===== src/rtl/lock_detect.sv =====
// lock_detect: debounces the per-edge period_stable flag into a LOCKED indication.
// LOCKED rises after LOCK_CYCLES consecutive stable samples and falls after
// UNLOCK_TOL consecutive unstable samples; PWRDWN forces a quiet restart.
// Ports:
//   clk           sampling clock (same clock as the stability checker)
//   RST_N         asynchronous active-low reset
//   PWRDWN        synchronous power-down, active high
//   period_stable stability flag; anything other than a clean 1 counts as unstable
//   LOCKED        debounced lock indication (registered)
//   lock_lost     one-cycle pulse when lock is dropped by misses (registered)
//   stable_cnt    saturating count of consecutive stable samples (registered)
//   state         FSM state: 0 IDLE, 1 ACQ, 2 LOCK, 3 HOLD (registered)
module lock_detect #(
   parameter int unsigned LOCK_CYCLES = 8,
   parameter int unsigned UNLOCK_TOL  = 2,
   parameter int unsigned CNT_W       = 16
) (
   input  logic             clk,
   input  logic             RST_N,
   input  logic             PWRDWN,
   input  logic             period_stable,
   output logic             LOCKED,
   output logic             lock_lost,
   output logic [CNT_W-1:0] stable_cnt,
   output logic [1:0]       state
);

   // miss_cnt only ever holds 0..UNLOCK_TOL-1
   localparam int unsigned MISS_W = (UNLOCK_TOL > 1) ? $clog2(UNLOCK_TOL) : 1;

   localparam logic [CNT_W-1:0]  CNT_MAX  = {CNT_W{1'b1}};
   localparam logic [CNT_W-1:0]  LOCK_CNT = CNT_W'(LOCK_CYCLES);
   localparam logic [MISS_W-1:0] MISS_MAX = MISS_W'(UNLOCK_TOL - 1);

   typedef enum logic [1:0] {
      IDLE = 2'd0,
      ACQ  = 2'd1,
      LOCK = 2'd2,
      HOLD = 2'd3
   } state_t;

   state_t            state_q, state_d;
   logic              locked_q, locked_d;
   logic              lost_q, lost_d;
   logic [CNT_W-1:0]  cnt_q, cnt_d;
   logic [MISS_W-1:0] miss_q, miss_d;

   logic              s_c;
   logic [CNT_W-1:0]  cnt_inc_c;

   // Only a clean 1 is a stable sample; X/Z are treated as unstable.
   assign s_c       = (period_stable === 1'b1);
   assign cnt_inc_c = (cnt_q == CNT_MAX) ? cnt_q : cnt_q + CNT_W'(1);

   // State and output registers
   always_ff @(posedge clk or negedge RST_N) begin
      if (!RST_N) begin
         state_q  <= IDLE;
         locked_q <= 1'b0;
         lost_q   <= 1'b0;
         cnt_q    <= '0;
         miss_q   <= '0;
      end else begin
         state_q  <= state_d;
         locked_q <= locked_d;
         lost_q   <= lost_d;
         cnt_q    <= cnt_d;
         miss_q   <= miss_d;
      end
   end

   // Next-state and next-output logic
   always_comb begin
      state_d  = state_q;
      locked_d = locked_q;
      lost_d   = 1'b0;
      miss_d   = miss_q;
      cnt_d    = s_c ? cnt_inc_c : '0;

      if (PWRDWN) begin
         state_d  = IDLE;
         locked_d = 1'b0;
         cnt_d    = '0;
         miss_d   = '0;
      end else begin
         unique case (state_q)
            IDLE: begin
               locked_d = 1'b0;
               if (s_c) begin
                  if (LOCK_CYCLES == 1) begin
                     state_d  = LOCK;
                     locked_d = 1'b1;
                  end else begin
                     state_d = ACQ;
                  end
               end
            end
            ACQ: begin
               if (!s_c) begin
                  state_d = IDLE;
               end else if (cnt_d == LOCK_CNT) begin
                  state_d  = LOCK;
                  locked_d = 1'b1;
               end
            end
            LOCK: begin
               if (!s_c) begin
                  if (UNLOCK_TOL == 1) begin
                     state_d  = IDLE;
                     locked_d = 1'b0;
                     lost_d   = 1'b1;
                     miss_d   = '0;
                  end else begin
                     state_d = HOLD;
                     miss_d  = MISS_W'(1);
                  end
               end
            end
            HOLD: begin
               if (s_c) begin
                  state_d = LOCK;
                  miss_d  = '0;
               end else if (miss_q == MISS_MAX) begin
                  // this miss is the UNLOCK_TOL-th in a row
                  state_d  = IDLE;
                  locked_d = 1'b0;
                  lost_d   = 1'b1;
                  miss_d   = '0;
               end else begin
                  miss_d = miss_q + MISS_W'(1);
               end
            end
            default: begin
               state_d  = IDLE;
               locked_d = 1'b0;
               miss_d   = '0;
            end
         endcase
      end
   end

   assign LOCKED     = locked_q;
   assign lock_lost  = lost_q;
   assign stable_cnt = cnt_q;
   assign state      = state_q;

endmodule


===== config.mk =====
export PLATFORM = sky130hd
export DESIGN_NAME = lock_detect
export DESIGN_NICKNAME = d
export VERILOG_FILES = /design/src/rtl/lock_detect.sv
export SDC_FILE = /design/constraint.sdc
export NUM_CORES = 1
export LEC_CHECK = 0
export ABC_CLOCK_PERIOD_IN_PS = 3220
export BUFFER_PORTS_ARGS = -buffer_cell sky130_fd_sc_hd__buf_2
export CORE_ASPECT_RATIO = 0.5
export CORE_MARGIN = 1.5
export CORE_UTILIZATION = 50
export DETAILED_ROUTE_END_ITERATION = 10
export PLACE_DENSITY_LB_ADDON = 0.15
export SLEW_MARGIN = 30
export SYNTH_ARGS = -nofsm -noshare
export SYNTH_HDL_FRONTEND = slang
export SYNTH_SLANG_ARGS = --single-unit

===== constraint.sdc =====
create_clock -name clk -period 3.22 [get_ports clk]
set_input_delay 0 -clock clk [delete_from_list [all_inputs] [get_ports clk]]
set_output_delay 0 -clock clk [all_outputs]
set_load 0.005 [all_outputs]

==> results.py <==
metrics = {
    "sta": {
        "slew_viol_final": 0,
        "worst_slack_ns": 0.7408,
        "rsz0062_at_grt": "false",
        "finalHoldViolations": 0,
        "skew_ns": 0.003105,
        "fin_crit_ns": 2.479,
        "fmax_mhz": 403.4,
        "worstMarginPinSlew_ns": 0.5889,
        "slew_headroom_pct": 60.74,
        "period_share_pct": 76.99,
        "setup-violations-final": 0,
        "fin_tns_setup_ns": 0,
    },
    "drt": {
        "drcViolationCount": 0,
        "highest-signal-layer": "met4",
        "detail-route-antenna-nets": 0,
        "met3_length_um": 218,
        "wl_met1_um": 1634,
        "vias": 1328,
        "first_pass_iters": 4,
        "wirelength_um": 3287,
        "wl_per_cell_um": 14.67,
        "drt-initial-drc-count": 103,
        "post_drt_via_cell_ratio": 5.929,
        "wl_met2_um": 1428,
    },
    "placed_design": {
        "port-buffer-count": 23,
        "hpwl_um": 2480,
        "postPlaceCellArea_mm2": 0.001597,
        "place_ws_ns": 0.7353,
        "dp.cells": 219,
        "gp_congestion": 0.9814,
    },
    "setup_path": {
        "critPathBufInv": 0,
        "path_class": "reg2reg",
        "required_ns": 3.38,
        "cp_max_fo": 6,
        "cp-end-kind": "flop",
        "cp_slowest_cell": "dfrtp_1",
        "startpoint_type": "flop",
        "slowest_delay_ns": 0.43,
        "arrival_ns": 2.64,
        "crit_family": "simple AND/OR/NAND/NOR gates",
        "worstPathCellList": "ha_1 > nand4_1 > nor4_1 > mux2i_1 > o2111ai_1 > nor4_4 > nand2_1 > o41ai_2",
    },
    "cts": {
        "clk-insertion-delay-late_ns": 0.26,
        "clkTransAtPathRegs_ns": 0.08,
        "ctsLongestPathBuffers": 2,
        "root_buffer": "clkbuf_8",
        "tritoncts": "yes",
        "cts_buffers": 3,
        "htree_levels": 1,
        "clock-sinks": 21,
        "post_cts.repair.setup_buffers": 0,
    },
    "yosys": {
        "synth.area.mux_share_pct": 3.433,
        "ys_seq_elements": 21,
        "ys.flop_type": "dfrtp_1",
        "async_reset_ff_share_pct": 100.0,
        "synth_xor_area_share_pct": 5.408,
        "synth-simple-area-share_pct": 33.65,
        "synth_adder_area_share_pct": 4.292,
        "avgSynthCellArea_um2": 8.834,
        "synthesis.area_mm2": 0.001458,
        "synth_top_family_by_area": "simple AND/OR/NAND/NOR gates",
        "syn_nets": 174,
        "synth_edf_count": 0,
        "netlist_instances": 165,
        "synth-compound-area-share_pct": 14.08,
        "seq_area_frac_synth_pct": 36.05,
        "yosys_warnings": 0,
        "synth.distinct_cells": 43,
    },
    "power": {
        "p_int_uw": 436.8,
        "p_clk_share_pct": 27.7,
        "switching_share_pct": 33.07,
        "p_leak_nw": 0.7323,
        "pwr_density_cell_mw_per_mm2": 394.2,
        "p_seq_share_pct": 47.0,
        "peakVddDrop_mv": 0.3816,
        "switchingPower_uw": 215.8,
        "comb_power_share_pct": 25.3,
    },
    "finish": {
        "fin_area_mm2": 0.001655,
        "finish.utilization_pct": 61.68,
        "drive_gt1_share_pct": 19.25,
        "fin_nets": 197,
        "antenna_cells": 0,
        "fin_cells": 224,
        "syn_to_final_growth_pct": 13.56,
    },
    "global_route": {
        "grt_pass1_wl_um": 5471,
        "antenna_found_initial": 0,
        "grt_overflow": 0,
        "grt_pass1_vias": 1123,
        "track_usage_pct": 22.82,
        "grt_max_degree": 22,
    },
    "die": {
        "die_w_um": 79.36,
        "die_area_mm2": 0.003268,
        "die_h_um": 41.18,
        "coreArea_mm2": 0.002684,
        "ios": 24,
        "start_util_pct": 54.31,
        "row_count": 13,
    },
    "job": {
        "maxCapViolCount": 0,
    },
    "outcome": {
        "status": "finished, final reports clean",
    },
    "min_path": {
        "hp-class": "in2reg",
    },
}
power by group through the flow:
stage | combinational, mW | sequential (mW) | clock, mW
after CTS | 0.165 | 0.306 | 0.185
after global routing | 0.193 | 0.310 | 0.200
after floorplan | 0.120 | 0.307 | 0
after global placement | 0.160 | 0.310 | 0
after detailed placement | 0.163 | 0.310 | 0
final | 0.165 | 0.307 | 0.181
layer usage:
metal / vias to the layer above / track usage, %
met5: - / 0
met4: 0 / 2.193
met3: 2 / 5.111
met2: 42 / 37.39
met1: 626 / 32.49
li1: 658 / -
repair_timing:
| action | 4_1_cts | 5_1_grt |
|---|---|---|
| hold buffers | 1 | 0 |
| resized for setup | 0 | 0 |
| endpoints found under the hold margin | 21 | 0 |
registers in the layout (all words and copies together) (netlist names):
name        flops
lock_lost       1
state           2
miss_q          1
stable_cnt     16
LOCKED          1
layout make-up:
| cell class | count | area (µm²) |
|---|---|---|
| clock buffers | 3 | 41.29 |
| clock inverters | 1 | 7.507 |
| fillers | 261 | 1028 |
| inverters | 4 | 15.01 |
| multi-input cells | 133 | 887.1 |
| flip-flops and latches | 21 | 525.5 |
| well taps | 37 | 46.29 |
| repair buffers | 25 | 132.6 |
worst register-to-register path: stages (launching register included):
cell and delay [ns]:
dfrtp_1 0.43, ha_1 0.24, nand4_1 0.22, nor4_1 0.39
mux2i_1 0.27, o2111ai_1 0.19, nor4_4 0.31, nand2_1 0.13
o41ai_2 0.20
cell families (layout without fill, tap and decap cells):
kind of cell    after synthesis  after routing
simple gates                 85             85
buf+inv                      11             33
flops                        21             21
fa+ha+maj                     5              5
mux                           5              5
compound gates               29             29
xor+xnor                      9              9
cell usage after synthesis (3+ instances only):
library cell	instances	area share, %
nor2_1	27	7.0
buf_2	3	1.0
a21oi_1	8	2.7
dfrtp_1	21	36
nand2_1	16	4.1
and2_1	4	1.7
and3_1	3	1.3
nor4_1	3	1.3
mux2i_1	5	3.4
nand3_1	3	1.0
a31oi_1	4	1.7
clkbuf_1	4	1.0
ha_1	5	4.3
nand2b_1	3	1.3
inv_1	4	1.0
nor3_1	4	1.4
nand4_1	5	2.1
and4_1	4	2.4
xnor2_1	7	4.2
per-stage QoR:
stage | power (mW) | hold WS [ns]
2_1_floorplan | 0.4266 | -0.2956
3_3_place_gp | 0.4700 | -0.01985
3_5_place_dp | 0.4737 | -0.01622
4_1_cts | 0.6558 | 0.003669
5_1_grt | 0.7028 | 0.009016
6_report | 0.6526 | 0.01867
cells in the final DEF (no fill, tap or decap), types with 3 or more instances in the layout:
master / count
nor2_1: 27
buf_2: 23
dfrtp_1: 21
nand2_1: 16
a21oi_1: 8
xnor2_1: 7
nand4_1: 5
mux2i_1: 5
ha_1: 5
and4_1: 4
nor3_1: 4
inv_1: 4
a31oi_1: 4
and2_1: 4
nand2b_1: 3
nand3_1: 3
nor4_1: 3
and3_1: 3
clkbuf_8: 3
path summary, 6_finish.rpt:
check / start / end / slack (ns) / cells after the start
setup / recovery: stable_cnt[0]$_DFF_PN0_ / state[1]$_DFFE_PN0P_ / 0.74 / 8
hold / removal: PWRDWN / miss_q$_DFFE_PN0P_ / 0.02 / 2
setup reg to reg: stable_cnt[0]$_DFF_PN0_ / state[1]$_DFFE_PN0P_ / 0.74 / 8
hold reg to reg: stable_cnt[1]$_DFF_PN0_ / stable_cnt[1]$_DFF_PN0_ / 0.58 / 2
max in group asynchronous: RST_N / stable_cnt[9]$_DFF_PN0_ / 2.68 / 2
min in group asynchronous: RST_N / miss_q$_DFFE_PN0P_ / 0.22 / 2
(Power assumes the default switching activity.)
